### src/rtl/led_pattern_pkg.sv
// Shared encodings for the LED pattern generator: channel modes, blink phase,
// default prescaler divide and the channel-index width helper.
package led_pattern_pkg;

    localparam logic [1:0] LED_MODE_OFF     = 2'd0;
    localparam logic [1:0] LED_MODE_ON      = 2'd1;
    localparam logic [1:0] LED_MODE_BLINK   = 2'd2;
    localparam logic [1:0] LED_MODE_ONESHOT = 2'd3;

    typedef enum logic {
        ON_PH  = 1'b0,
        OFF_PH = 1'b1
    } led_phase_e;

    localparam int LED_DEF_TICK_DIV = 50000;

    function automatic int led_ch_w(input int n);
        return (n > 1) ? $clog2(n) : 1;
    endfunction

endpackage

### src/rtl/led_chan_fsm.sv
// One LED channel: mode, blink phase and phase counter, advanced on prescaler
// ticks. Produces the unregistered pattern bit; the top level registers it.
module led_chan_fsm
    import led_pattern_pkg::*;
#(
    parameter int PER_W = 16
) (
    input  logic             i_clk,
    input  logic             i_rst,
    input  logic             i_tick,
    input  logic             i_sync,
    input  logic             i_load,
    input  logic [1:0]       i_mode,
    input  logic [PER_W-1:0] i_on_ticks,
    input  logic [PER_W-1:0] i_off_ticks,
    output logic             o_pattern
);

    logic [1:0]       r_mode,  w_mode;
    led_phase_e       r_phase, w_phase;
    logic [PER_W-1:0] r_cnt,   w_cnt;
    logic [PER_W-1:0] r_on,    w_on;
    logic [PER_W-1:0] r_off,   w_off;

    // r_cnt stays below the active limit, so the increment never wraps
    logic [PER_W-1:0] w_cnt_inc;
    logic [PER_W-1:0] w_limit;
    assign w_cnt_inc = r_cnt + PER_W'(1);
    assign w_limit   = (r_phase == ON_PH) ? r_on : r_off;

    always_ff @(posedge i_clk or posedge i_rst) begin
        if (i_rst) begin
            r_mode  <= LED_MODE_OFF;
            r_phase <= ON_PH;
            r_cnt   <= '0;
            r_on    <= PER_W'(1);
            r_off   <= PER_W'(1);
        end else begin
            r_mode  <= w_mode;
            r_phase <= w_phase;
            r_cnt   <= w_cnt;
            r_on    <= w_on;
            r_off   <= w_off;
        end
    end

    // Priority: config load, then SYNC (BLINK only), then tick
    always_comb begin
        w_mode  = r_mode;
        w_phase = r_phase;
        w_cnt   = r_cnt;
        w_on    = r_on;
        w_off   = r_off;
        if (i_load) begin
            w_mode  = i_mode;
            w_on    = (i_on_ticks  == '0) ? PER_W'(1) : i_on_ticks;
            w_off   = (i_off_ticks == '0) ? PER_W'(1) : i_off_ticks;
            w_cnt   = '0;
            w_phase = ON_PH;
        end else if (i_sync && (r_mode == LED_MODE_BLINK)) begin
            w_cnt   = '0;
            w_phase = ON_PH;
        end else if (i_tick) begin
            case (r_mode)
                LED_MODE_BLINK: begin
                    if (w_cnt_inc == w_limit) begin
                        w_cnt   = '0;
                        w_phase = (r_phase == ON_PH) ? OFF_PH : ON_PH;
                    end else begin
                        w_cnt = w_cnt_inc;
                    end
                end
                LED_MODE_ONESHOT: begin
                    if (w_cnt_inc == r_on) begin
                        w_cnt  = '0;
                        w_mode = LED_MODE_OFF;
                    end else begin
                        w_cnt = w_cnt_inc;
                    end
                end
                default: ;
            endcase
        end
    end

    always_comb begin
        o_pattern = 1'b0;
        case (r_mode)
            LED_MODE_ON:      o_pattern = 1'b1;
            LED_MODE_BLINK:   o_pattern = (r_phase == ON_PH);
            LED_MODE_ONESHOT: o_pattern = 1'b1;
            default:          o_pattern = 1'b0;
        endcase
    end

endmodule

### src/rtl/led_pattern_gen.sv
// Multi-channel LED pattern generator: shared tick prescaler, config decode and
// registered LED drive. Define LED_DIM_EN to add DIM_LEVEL PWM dimming.
module led_pattern_gen
    import led_pattern_pkg::*;
#(
    parameter int NUM_LEDS = 4,
    parameter int TICK_DIV = LED_DEF_TICK_DIV,
    parameter int PER_W    = 16,
    parameter int CH_W     = led_ch_w(NUM_LEDS)
) (
    input  logic                FAB_CLK,
    input  logic                FAB_RST,
    input  logic                ENABLE,
    input  logic                SYNC,
    input  logic                CFG_VALID,
    output logic                CFG_READY,
    input  logic [CH_W-1:0]     CFG_CHAN,
    input  logic [1:0]          CFG_MODE,
    input  logic [PER_W-1:0]    CFG_ON_TICKS,
    input  logic [PER_W-1:0]    CFG_OFF_TICKS,
    output logic                TICK,
    output logic [NUM_LEDS-1:0] LED
`ifdef LED_DIM_EN
    ,
    input  logic [3:0]          DIM_LEVEL
`endif
);

    localparam int PS_W = $clog2(TICK_DIV);

    logic [PS_W-1:0]     r_presc;
    logic                r_tick;
    logic                r_ready;
    logic [NUM_LEDS-1:0] r_led;
    logic [NUM_LEDS-1:0] w_pattern;
    logic [NUM_LEDS-1:0] w_load;
    logic                w_accept;

    assign w_accept  = CFG_VALID & r_ready;
    assign CFG_READY = r_ready;
    assign TICK      = r_tick;
    assign LED       = r_led;

    // Frozen prescaler also suppresses TICK, so re-enable loses no tick
    always_ff @(posedge FAB_CLK or posedge FAB_RST) begin
        if (FAB_RST) begin
            r_presc <= '0;
            r_tick  <= 1'b0;
            r_ready <= 1'b0;
        end else begin
            r_ready <= 1'b1;
            r_tick  <= 1'b0;
            if (ENABLE) begin
                if (r_presc == PS_W'(TICK_DIV - 1)) begin
                    r_presc <= '0;
                    r_tick  <= 1'b1;
                end else begin
                    r_presc <= r_presc + PS_W'(1);
                end
            end
        end
    end

    // Out-of-range channel indices match no instance and are dropped
    for (genvar gi = 0; gi < NUM_LEDS; gi++) begin : g_chan
        assign w_load[gi] = w_accept && (CFG_CHAN == CH_W'(gi));

        led_chan_fsm #(
            .PER_W (PER_W)
        ) u_chan (
            .i_clk       (FAB_CLK),
            .i_rst       (FAB_RST),
            .i_tick      (r_tick),
            .i_sync      (SYNC),
            .i_load      (w_load[gi]),
            .i_mode      (CFG_MODE),
            .i_on_ticks  (CFG_ON_TICKS),
            .i_off_ticks (CFG_OFF_TICKS),
            .o_pattern   (w_pattern[gi])
        );
    end

`ifdef LED_DIM_EN
    logic [3:0] r_pwm;
    logic       w_dim_on;
    assign w_dim_on = (DIM_LEVEL == 4'hF) || (r_pwm < DIM_LEVEL);

    always_ff @(posedge FAB_CLK or posedge FAB_RST) begin
        if (FAB_RST) begin
            r_pwm <= '0;
            r_led <= '0;
        end else begin
            r_pwm <= r_pwm + 4'd1;
            r_led <= w_pattern & {NUM_LEDS{w_dim_on}};
        end
    end
`else
    always_ff @(posedge FAB_CLK or posedge FAB_RST) begin
        if (FAB_RST) r_led <= '0;
        else         r_led <= w_pattern;
    end
`endif

endmodule

### config.mk
export PLATFORM = sky130hd
export DESIGN_NAME = led_pattern_gen
export DESIGN_NICKNAME = d
export VERILOG_FILES = /design/src/rtl/led_pattern_pkg.sv /design/src/rtl/led_chan_fsm.sv /design/src/rtl/led_pattern_gen.sv
export SDC_FILE = /design/constraint.sdc
export NUM_CORES = 1
export LEC_CHECK = 0
export ABC_AREA = 1
export BUFFER_PORTS_ARGS = -buffer_cell sky130_fd_sc_hd__buf_2
export CORE_MARGIN = 10
export CORE_UTILIZATION = 37
export DETAILED_ROUTE_END_ITERATION = 12
export GPL_TIMING_DRIVEN = 0
export HOLD_SLACK_MARGIN = 0.08
export REMOVE_ABC_BUFFERS = 1
export SYNTH_ARGS = -nofsm -noshare
export SYNTH_HDL_FRONTEND = slang
export SYNTH_SLANG_ARGS = --single-unit
### constraint.sdc
create_clock -name FAB_CLK -period 7.5 [get_ports FAB_CLK]
set_clock_uncertainty 0.05 [all_clocks]
set_input_delay 0.75 -clock FAB_CLK [delete_from_list [all_inputs] [get_ports FAB_CLK]]
set_output_delay 0.75 -clock FAB_CLK [all_outputs]
set_load 0.005 [all_outputs]
==> Word level (Yosys, flattened, before mapping) <==
Index checks and enable logic that the tools add are counted.
{ "totals": {"regBits": 226, "inputBits": 41, "out_inout_bits": 6, "wordCells": 198} }
{ "op_classes": {"add_sub_neg": 5, "n_eq_ne": 28, "muxes": 81, "n_bitwise": 5, "reduce_logical": 55} }
{ "op_table": {"columns": ["cell", "count"], "rows": [
  ["2-to-1 mux 16 bit", 27],
  ["equality test 16 bit", 8],
  ["case mux 16 bit (2 select lines)", 4],
  ["adder 16 x 1 -> 16 bit, second input constant", 5],
  ["2-to-1 mux 2 bit", 20],
  ["nonzero test 3 bit", 12],
  ["logical NOT 16 bit", 2],
  ["2-to-1 mux 1 bit", 26],
  ["nonzero test 2 bit", 12],
  ["equality test 2 bit, second input constant", 10],
  ["equality test 16 bit, second input constant", 1],
  ["AND reduction 4 bit", 4],
  ["nonzero test 4 bit", 4],
  ["AND reduction 3 bit", 4],
  ["equality test 2 x 1 -> 1 bit, second input constant", 5],
  ["logical AND 1 bit", 8],
  ["inequality test 2 x 1 -> 1 bit, second input constant", 4],
  ["case mux 1 bit (2 select lines)", 4],
  ["AND reduction 2 bit", 4],
  ["OR reduction 2 bit", 4],
  ["NOT 1 bit", 4],
  ["logical NOT 2 bit", 1],
  ["bitwise AND 1 bit", 1]
]} }

==> Logic depth before layout (Yosys ltp) <==
{ "logic_depth": {"ltp_word": 7, "depth_mapped": 16, "ltp_nobuf": 16} }

==> By module <==
From an unflattened synthesis, not the netlist that was laid out.
{ "unflattened": {"hier_cells": 2506, "hier_area_um2": 15803.9} }
{ "modules_own_cells": {"columns": ["module", "instances", "cells_per_inst", "area_each_um2", "seq_area_each_um2"], "rows": [
  ["led_chan_fsm", 4, 587, 3641.0, 1278.7],
  ["led_pattern_gen", 1, 158, 1239.9, 550.5]
]} }

==> Worst setup path after synthesis <==
No wires, ideal clock.
{ "synth_path": {"path_kind": "reg2reg", "startpoint": "register g_chan[3].u_chan.r_cnt[0]", "endpoint": "register g_chan[3].u_chan.r_cnt[6]", "setup_time_ns": 0.117, "arrival_ns": 1.999, "required_time_ns": 7.333, "path_slack_ns": 5.334, "stages_incl_launch_ff": 15, "path_buffers": 1, "period_less_slack_ns": 2.166, "cell_sequence": "dfrtp_1 -> ha_1 -> nand2_1 -> nor2_2 -> nand2_1 -> nor2_1 -> nand2_1 -> nand2_2 -> xor2_1 -> nand2_1 -> nor2_2 -> nand4_4 -> buf_4 -> nand3_1 -> nand2_1"} }
{ "synth_between": {"elab_chain_cells": 7, "elab_cells_between_ends": 9, "cone_classes": "add/sub: 1; eq/ne: 2; mux: 6"} }
{ "synth_lines": {"columns": ["element", "line", "rtl"], "rows": [
  ["start, declared", "led_chan_fsm.sv:21", "logic [PER_W-1:0] r_cnt, w_cnt;"],
  ["start signal, assigned", "led_chan_fsm.sv:41", "r_cnt <= w_cnt;"],
  ["adder 16 x 1 -> 16 bit *", "led_chan_fsm.sv:28", "assign w_cnt_inc = r_cnt + PER_W'(1);"],
  ["equality test 16 bit (on tied branches)", "led_chan_fsm.sv:74, led_chan_fsm.sv:66", null],
  ["2-to-1 mux 16 bit (on tied branches)", "led_chan_fsm.sv:74, led_chan_fsm.sv:66", null],
  ["case mux 16 bit (2 select lines) *", "led_chan_fsm.sv:64", "case (r_mode)"],
  ["2-to-1 mux 16 bit *", "led_chan_fsm.sv:63", "end else if (i_tick) begin"],
  ["2-to-1 mux 16 bit *", "led_chan_fsm.sv:60", "end else if (i_sync && (r_mode == LED_MODE_BLINK)) begin"],
  ["2-to-1 mux 16 bit *", "led_chan_fsm.sv:54", "if (i_load) begin"]
]} }
Every way passes the cells marked *; elsewhere a longest branch is shown, timed or not. The select of a mux whose other input is x is not followed.
A chain may end at the register's enable or synchronous reset.

==> Final worst setup path <==
{ "layout_path": {"startpoint": "register r_ready, in the netlist CFG_READY", "endpoint": "register g_chan[0].u_chan.r_cnt[7]"} }
{ "layout_between": {"elab_chain_cells": 4, "elab_cells_between_ends": 6, "cone_classes": "mux: 1; bitwise: 1; reduce/logical: 4"} }
{ "layout_lines": {"columns": ["element", "line", "rtl"], "rows": [
  ["start, declared", "led_pattern_gen.sv:33", "logic r_ready;"],
  ["start signal, assigned", "led_pattern_gen.sv:49", "r_ready <= 1'b0;"],
  ["start signal, assigned", "led_pattern_gen.sv:51", "r_ready <= 1'b1;"],
  ["bitwise AND 1 bit *", "led_pattern_gen.sv:39", "assign w_accept = CFG_VALID & r_ready;"],
  ["logical AND 1 bit *", "led_pattern_gen.sv:66", "assign w_load[gi] = w_accept && (CFG_CHAN == CH_W'(gi));"],
  ["nonzero test 4 bit (no source line) / nonzero test 3 bit (equally long branches)", null, null],
  ["AND reduction 2 bit (no source line)", null, null],
  ["end signal, assigned", "led_chan_fsm.sv:41", null],
  ["end, declared", "led_chan_fsm.sv:21", null]
]} }
Every way passes the cells marked *; elsewhere a longest branch is shown, timed or not.

==> metrics list <==
* Internal Dissipation: roughly 0.0026 W
- The die covers about 47000 um2.
* Worst skew pair latency: approximately 560 ps
* Pin slew with the least headroom to its limit: between 1000 and 1500 ps
- For this design the ratio of total power to cell area is around 240 nW/um2.
- Flip-flop cell with the highest count after synthesis: sky130_fd_sc_hd__dfrtp_1
- Number of rows created at floorplan: 72
- Final-report max-slew violation count: 0
- Number of global-route vias before repair: between 10k and 15k
- Class of the worst hold path: in -> async
- TritonCTS clock tree: done
* Maximum frequency from static timing analysis: 0.3070 GHz
- The worst path in the final design needs a cycle of around 3300 ps, including I/O delays and setup.
* Setup slack after placement: approximately 3600 ps
- Final-stage net count: roughly 2.2k
- In the routed layout, each cell is associated on average with a via count of about 5.1.
* Post-synthesis async set-or-reset flop share: between 90% and 100%
* Run status: finished, final reports clean
- Max-cap violations in this run came to 0.
- Required time worst endpoint: just under 8000 ps
* Top Ports: 47
- The critical path is of the reg -> reg type.
* Residual overflow from global routing: 0
* P_sw: ~0.0012 W
- Of the synthesized area, sequential elements account for slightly below 40%.
- Final Routed Wirelength: ~42000 um
* Post-CTS Repair Setup Buffers: 0
- Unrepaired setup endpoints after global routing: no
* IR drop worst, VDD: between 0.2 and 0.25 mV
- Share of power burned in combinational logic: between 20 and 25%
- Setup violations remaining at the end of the flow were counted as 0.
- The tree built by TritonCTS fans out to 226 sinks.
- STA classifies the critical path startpoint as a flop.
* Total number of H-tree levels: 1
- Worst endpoint data arrival time: 3700 ps
- Entering global routing, the biggest net connects approximately 130 pins.
- Relative to the synthesized area, the layout overhead comes to 11.88%.
* Worst Path Max Fanout: 42
- Antenna violations before repair: 1
* Die boundary height: 217.0 um
- Count of routing violations after the opening detailed-route iteration: about 1.1k
* Starting density of the core: between 30% and 40%
- The worst setup path is captured at a flop.
- The congestion estimate from routability-driven global placement came to 0.9153.
- Dpl hpwl: 30390 um
* Synthesized area: approximately 14000 um2
- Yosys mapped a number of flops with a built-in enable equal to 0.
- Setup TNS: 0 ps
* Number of CTS-inserted buffers: 27
- In the post-route analysis, the smallest setup slack over all paths is about 4200 ps.
- Clock-pin slew reported for the worst setup and hold paths after clock tree synthesis: ~60 ps
- Leakage power total: ~8 nW
- Clock Power Share: 37.9%
- Storage cell area: ~5700 um2
* Total track usage: 17.83%
- Yosys warnings: 0
* Headroom to the max-slew limit: ~28%
- Post-CTS repair changed the size of 0 cells.
- Synth unique cells: 53
- For this run, design rule violations remaining after detail routing come to 0.
- The tree is rooted in a sky130_fd_sc_hd__clkbuf_16.
- Post-route ant nets: 0
- Via count of the routed design: approximately 14k
- The final hold violation count is 0.
- Global-route wire length before repair: 68430 um
- In the final layout, the multi-input gates occupy 7569 um2.
- Startpoint of the lowest-slack register-to-register path: CFG_READY
- 0 antenna diodes ended up in the layout.
- The total area inside the core boundary comes to 38470 um2.
* Flops & latches, synth: roughly 230
- During placement, the flow inserted port buffers numbering between 40 and 50.
- From left edge to right edge, the die measures around 220 um.
- Counting along the longest clock path gives a buffer depth of 3.
- Pre-antenna DRT Iters: 6
* Layout cells sized above 1: 8.191%
- Averaged over all synthesized cells, the footprint is just under 7 um2.
- Of the total power, the share spent switching nets is 31.42%.
- CP startpoint: CFG_READY
- Post-synthesis cell count: approximately 2.1k
- Number of buffers inserted for hold repair after clock tree synthesis: 0
- Counting the fill cells in the layout gives between 4k and 5k.
- After detailed routing, the average wire length per cell comes to 15.65 um.
- Sequential share of power: 41.5%
- Final worst path period share: 43.43%
## state kept, by name (all words and copies together), names as in the netlist
| register | flops |
|---|---|
| CFG_READY | 1 |
| LED | 4 |
| TICK | 1 |
| g_chan.u_chan.r_cnt | 64 |
| g_chan.u_chan.r_mode | 8 |
| g_chan.u_chan.r_off | 64 |
| g_chan.u_chan.r_on | 64 |
| g_chan.u_chan.r_phase | 4 |
| r_presc | 16 |
## layer usage
layer,vias to the layer above,GRT usage (%),part of all wire (%)
met3,55,2.635,5.9
met2,353,28.20,45
li1,6809,-,-
met5,-,0,0
met4,0,4.195,2.1
met1,6410,25.16,47
## metrics by stage
stage	util, %	instance area (um2)	cells	hold slack, ps	power, W
floorplan	-	14070	2059	395.5	0.002141
global placement	38.86	14950	2623	408.9	0.002351
detailed placement	39.22	15090	2629	407.8	0.002374
CTS	41.72	16050	2679	310.6	0.003822
global route	41.75	16060	2679	334.6	0.004035
finish	41.75	16060	2679	192.8	0.003793
## power by group through the flow
| stage | sequential (W) | clock (W) | combinational (W) |
|---|---|---|---|
| 2_1_floorplan | 0.00155 | 0 | 0.000594 |
| 3_3_place_gp | 0.00159 | 0 | 0.000759 |
| 3_5_place_dp | 0.00159 | 0 | 0.000781 |
| 4_1_cts | 0.00157 | 0.00146 | 0.000786 |
| 5_1_grt | 0.00160 | 0.00152 | 0.000917 |
| 6_report | 0.00157 | 0.00144 | 0.000781 |
## cells by family (layout without fill, tap and decap cells)
logic type	count (synthesis)	in the layout	share of synthesized area, %
XOR/XNOR	45	45	3.242
AND/OR/NAND/NOR	1321	1321	39.89
multiplexers	9	9	0.6276
AO/OA/AOI/OAI	220	220	8.245
adder cells (fa/ha/maj)	5	5	0.4358
flip-flops	226	226	39.47
other	1	1	0.02612
buffers and inverters	294	334	8.062
## synthesized netlist by cell type, types with 15 or more instances
master                     number  share of area, %
sky130_fd_sc_hd__inv_1        228               6.0
sky130_fd_sc_hd__nor2_1       187               4.9
sky130_fd_sc_hd__nand3_1      200               7.0
sky130_fd_sc_hd__nand2_1      778                20
sky130_fd_sc_hd__a21oi_1       19              0.66
sky130_fd_sc_hd__or2_2         15              0.65
sky130_fd_sc_hd__nor2_2        18              0.78
sky130_fd_sc_hd__nand4_1       39               1.7
sky130_fd_sc_hd__xor2_1        28               1.7
sky130_fd_sc_hd__clkbuf_1      42               1.1
sky130_fd_sc_hd__nand3b_1      32               1.7
sky130_fd_sc_hd__o21ai_0      170               5.9
sky130_fd_sc_hd__dfrtp_1      218                38
## area by class of cell
| type | count | area share [%] |
|---|---|---|
| Clock inverter | 15 | 1.457 |
| Multi-Input combinational cell | 1601 | 47.13 |
| Clock buffer | 35 | 4.519 |
| Sequential cell | 226 | 35.28 |
| Timing Repair Buffer | 52 | 2.119 |
| Inverter | 232 | 5.469 |
| Tap cell | 518 | 4.036 |
## final timing paths
check / to / slack (ps) / depth (start not counted)
min in group FAB_CLK: g_chan[0].u_chan.r_on[3] / 370 / 3
max: g_chan[0].u_chan.r_cnt[7] / 4240 / 9
min reg2reg: g_chan[1].u_chan.r_off[0] / 420 / 2
max in group asynchronous: g_chan[0].u_chan.r_cnt[0] / 5890 / 3
max reg2reg: g_chan[0].u_chan.r_cnt[7] / 4240 / 9
min: LED[2] / 190 / 2
## critical path: stages (launching register included)
cell and delay, ps:
sky130_fd_sc_hd__dfrtp_1 370, sky130_fd_sc_hd__nand2_1 90, sky130_fd_sc_hd__nor3_2 50, sky130_fd_sc_hd__buf_6 160
sky130_fd_sc_hd__buf_6 170, sky130_fd_sc_hd__inv_1 780, sky130_fd_sc_hd__nand4_1 910, sky130_fd_sc_hd__a21oi_1 390
sky130_fd_sc_hd__nand3_1 110, sky130_fd_sc_hd__nand2_1 80
## layout by cell type (no fill, tap or decap), drive strengths merged, types with 3 or more instances in the layout
master,count
mux2i,9
xnor3,3
inv,232
bufinv,6
o21a,4
a21oi,19
nor4,9
buf,52
o21ai,173
nand4,41
nand2,786
xor2,28
nand3,208
ha,5
o22ai,5
or2,16
nand3b,33
dfstp,8
clkinv,7
dfrtp,218
nor3,15
clkbuf,35
o21bai,10
xnor2,12
nor2,208
No activity file was read; power rests on OpenSTA's default activity.
